--- src/rtl/task1.sv ---
// rtl/task1.sv - registered 4-bit binary to two-digit packed BCD converter
module task1 (
  input  logic       D,
  input  logic       C,
  input  logic       B,
  input  logic       A,
  output logic [7:0] BCD,
  input  logic       clk,
  input  logic       reset
);

  logic [3:0] n;
  logic [3:0] tens;
  logic [3:0] units;

  // A nibble tops out at 15, so the tens digit is only ever 0 or 1.
  always_comb begin
    n     = {A, B, C, D};
    tens  = 4'd0;
    units = n;
    if (n >= 4'd10) begin
      tens  = 4'd1;
      units = n - 4'd10;
    end
  end

  always_ff @(posedge clk or posedge reset) begin
    if (reset) begin
      BCD <= 8'h00;
    end else begin
      BCD <= {tens, units};
    end
  end

endmodule

--- config.mk ---
export PLATFORM = sky130hd
export DESIGN_NAME = task1
export DESIGN_NICKNAME = d
export VERILOG_FILES = /design/src/rtl/task1.sv
export SDC_FILE = /design/constraint.sdc
export NUM_CORES = 1
export LEC_CHECK = 0
export BUFFER_PORTS_ARGS = -buffer_cell sky130_fd_sc_hd__buf_2
export CAP_MARGIN = 0
export CORE_AREA = 3 3 40 42
export DETAILED_ROUTE_END_ITERATION = 10
export DIE_AREA = 0 0 43 45
export PLACE_DENSITY = 0.46
export SYNTH_ARGS = -nofsm -noshare
export SYNTH_HDL_FRONTEND = slang
export SYNTH_SLANG_ARGS = --single-unit
--- constraint.sdc ---
create_clock -name clk -period 0.8 [get_ports clk]
set_input_delay 0.04 -clock clk [delete_from_list [all_inputs] [get_ports clk]]
set_output_delay 0.04 -clock clk [all_outputs]
set_load 0.02 [all_outputs]
# Word level (Yosys, flattened, before mapping)
# Index checks and enable logic that the tools add are counted.
[classes]
add_sub_neg = 1
order_cmp = 1
mux = 2
[ops]
columns = ["operator", "n"]
rows = [
  ["$ge A4 B4 Y1 const B", 1],
  ["$mux W4", 1],
  ["$sub A4 B4 Y4 const B", 1],
  ["$mux W1", 1],
]
[word_totals]
ff_bits = 8

# Depth between registers and ports, before layout
[logic_depth]
depth_word = 2
depth_mapped = 3

# Worst setup path after synthesis
# OpenSTA, ideal clock, no wires.
[synth_path]
kind = "input to register"
start = "input port B"
end = "register BCD[2]"
setup_ns = 0.077
arrival_time_ns = 0.452
required_time_ns = 0.723
slack_ns = 0.270
path_stages = 3
cell_sequence = "inv_1 > ha_1 > a21oi_1"
[synth_via]
elab_chain_cells = 2
elab_cells_between_ends = 3
[synth_rtl]
columns = ["item", "line_no", "text"]
rows = [
  ["from (decl)", "5", "input logic B,"],
  ["$sub A4 B4 Y4 or $ge A4 B4 Y1 (tied branches)", "23, 21", ""],
  ["$mux W4 *", "21", "if (n >= 4'd10) begin"],
  ["via units[2]", "14", "logic [3:0] units;"],
  ["to (signal assigned)", "31", "BCD <= {tens, units};"],
  ["to (decl)", "7", "output logic [7:0] BCD,"],
]
# The timed path passes the listed nets; every way through them passes the cells marked *.

# Worst setup path in the final report
[layout_path]
start = "register BCD[1]"
end = "output port BCD[1]"
# No word-level cell between the ends.

==> reports/qor.yml <==
synth:
  synth_top_cell_by_area: "dfrtp_1"
  yosys.area_share.simple: 0.0814
  synth_top_family_by_area: "buffers and inverters"
  synthAdderAreaFrac: 0.0581
  synth-seq-area-share: 0.581
  synth_cells: 20
  synth.area.mux_share: 0
  yosysTopAreaCellShare: 0.581
  yosysWarnings: 0
  synth_xor_area_frac: 0
  synth_area_leaders: "dfrtp_1, buf_4, ha_1"
  ys_seq_elements: 5
  syn_area_per_cell_um2: 10.8
  syn_area_um2: 215
  ys_types: 11
  synth_compound_area_frac: 0.105
finish:
  drive_above_1_share: 0.371
  nFillCells: 140
  fin_cells: 50
  diodes: 0
  largest_reg_flops: 5
  postLayoutCoreUtil: 0.265
  final_net_count: 43
  multi_input_area_um2: 63.8
  reg_top3: "BCD x5"
  largest_register: "BCD"
  regArea_um2: 125
  area_growth_syn_to_layout_pct: 58.1
timing:
  setup_violations: 0
  timing_hold_violations_final: 0
  setup-tns-final_ps: 0
  fin_ws_ps: 9.66
  post-route-period-util: 0.988
  fmax_ghz: 1.27
  layout_min_cycle_time_ps: 790
  rsz0062_at_grt: "yes"
  report.final.slew_viol_count: 0
clock_tree:
  root_buffer: "clkbuf_4"
  path_clk_slew_ps: 40
  clock_sinks: 5
  htree_levels: 1
  cts_buffers: 3
  clock_path_buffers: 2
  tritoncts: "built"
grt:
  grt_max_degree: 7
  antenna_found_initial: 0
  grt_pass1_wl_um: 634
  grt_usage: 0.0536
  overflow: 0
  grt_pass1_vias: 152
power:
  combPwrFrac: 0.176
  seqPwrFrac: 0.408
  p_leak_nw: 0.179
  power.total_mw: 0.681
  power_frac_clock: 0.415
  switchingPower_mw: 0.169
  p_int_mw: 0.512
  swShare: 0.248
  peakVddDrop_mv: 0.372
  powerDensity_nw_per_um2: 2000
detailed_routing:
  via_per_inst: 3.36
  drc: 0
  drt_pass1_iterations: 1
  antenna_left: 0
  avgRoutedWirePerCell_um: 8.38
  wirelength_um: 419
  via_count: 168
  drt-initial-drc-count: 0
die:
  initial_utilization: 0.167
  floorplan.core_area_um2: 1280
  die_x_um: 43
  rows: 13
  die_height_um: 45
  ios: 14
  die-area_um2: 1940
worst_hold_path:
  hold_class: "primary input to flip-flop"
critical_path:
  worstSetupPathType: "flip-flop to output port"
  cpLargestDelayFamily: "flip-flops"
  worstPathArrival_ps: 750
  slowest_stage: "dfrtp_1"
  cp_slowest_stage_delay_ps: 380
  startpoint_type: "flip-flop"
  cp.required_ps: 760
  critPathMaxFanout: 1
  endpoint_kind: "output port"
  crit_buf_inv: 1
  path_cells: "buf_6"
flow_run:
  maxCapViolCount: 0
placed_design:
  dp.cells: 44
  post-place-ws_ps: 75.5
  gp_congestion: 0.611
  io_buffers: 10
run_status:
  status: "finished clean"
-- metrics by stage --
stage	instance area, um2	hold WS, ps
after floorplan	223	-181
after global placement	269	-58.1
after detailed placement	269	-55.9
after CTS	322	51.4
after global routing	340	57.0
final	340	56.5
-- synthesized netlist by cell type (all sizes together) --
cell and count:
buf 3, o21a 1, ha 1, a21oi 2, nor2b 1, o21ai 1, conb 1, nand3b 1
inv 3, dfrtp 5, nor2 1
-- power by group through the flow --
stage / Combinational, mW / Sequential [mW] / Clock [mW]
4_1_cts: 0.111 / 0.276 / 0.304
6_report: 0.120 / 0.278 / 0.283
3_3_place_gp: 0.0982 / 0.278 / 0
3_5_place_dp: 0.0992 / 0.279 / 0
5_1_grt: 0.130 / 0.280 / 0.326
2_1_floorplan: 0.0464 / 0.302 / 0
-- layer usage --
layer / vias to the layer above / wire length [um] / share of wire / global-route usage
met3: 0 / 58 / 0.14 / 0.0359
met4: 0 / 0 / 0 / 0.0723
met5: - / 0 / 0 / 0
li1: 85 / - / - / -
met2: 11 / 224 / 0.53 / 0.0659
met1: 72 / 136 / 0.32 / 0.0513
-- what timing repair did --
action,in CTS,in global routing
hold buffers,2,0
gates cloned,0,0
setup endpoints to repair,1,4
resized for setup,2,6
buffers inserted,0,0
hold endpoints to repair,6,0
-- cells in the final DEF (no fill, tap or decap) --
master,n
buf_2,6
o21ai_1,1
dlygate4sd3_1,2
inv_1,3
a21oi_1,2
clkbuf_1,1
clkbuf_4,3
o21a_1,1
buf_6,4
nor2b_1,1
nor2_1,1
nand3b_1,1
ha_1,1
conb_1,3
dfrtp_1,5
-- final timing paths --
kind                                   from          endpoint  slack [ps]  depth (start not counted)
setup / recovery           BCD[1]$_DFF_PP0_            BCD[1]          10                          1
hold / removal                            A  BCD[1]$_DFF_PP0_          60                          2
max in group asynchronous             reset  BCD[2]$_DFF_PP0_         390                          3
min in group asynchronous             reset  BCD[4]$_DFF_PP0_         250                          3
-- final cells by class --
type,instances,share of cell area
inverters,3,0.0331
multi-input cells,11,0.188
well taps,15,0.0551
repair buffers,12,0.279
clock buffers,4,0.0772
flip-flops and latches,5,0.368
-- cell families after synthesis --
logic type | after synthesis
buffers and inverters | 6
AND/OR/NAND/NOR | 3
adder cells (fa/ha/maj) | 1
AO/OA/AOI/OAI | 4
flip-flops | 5
other | 1
(Power assumes the default switching activity.)
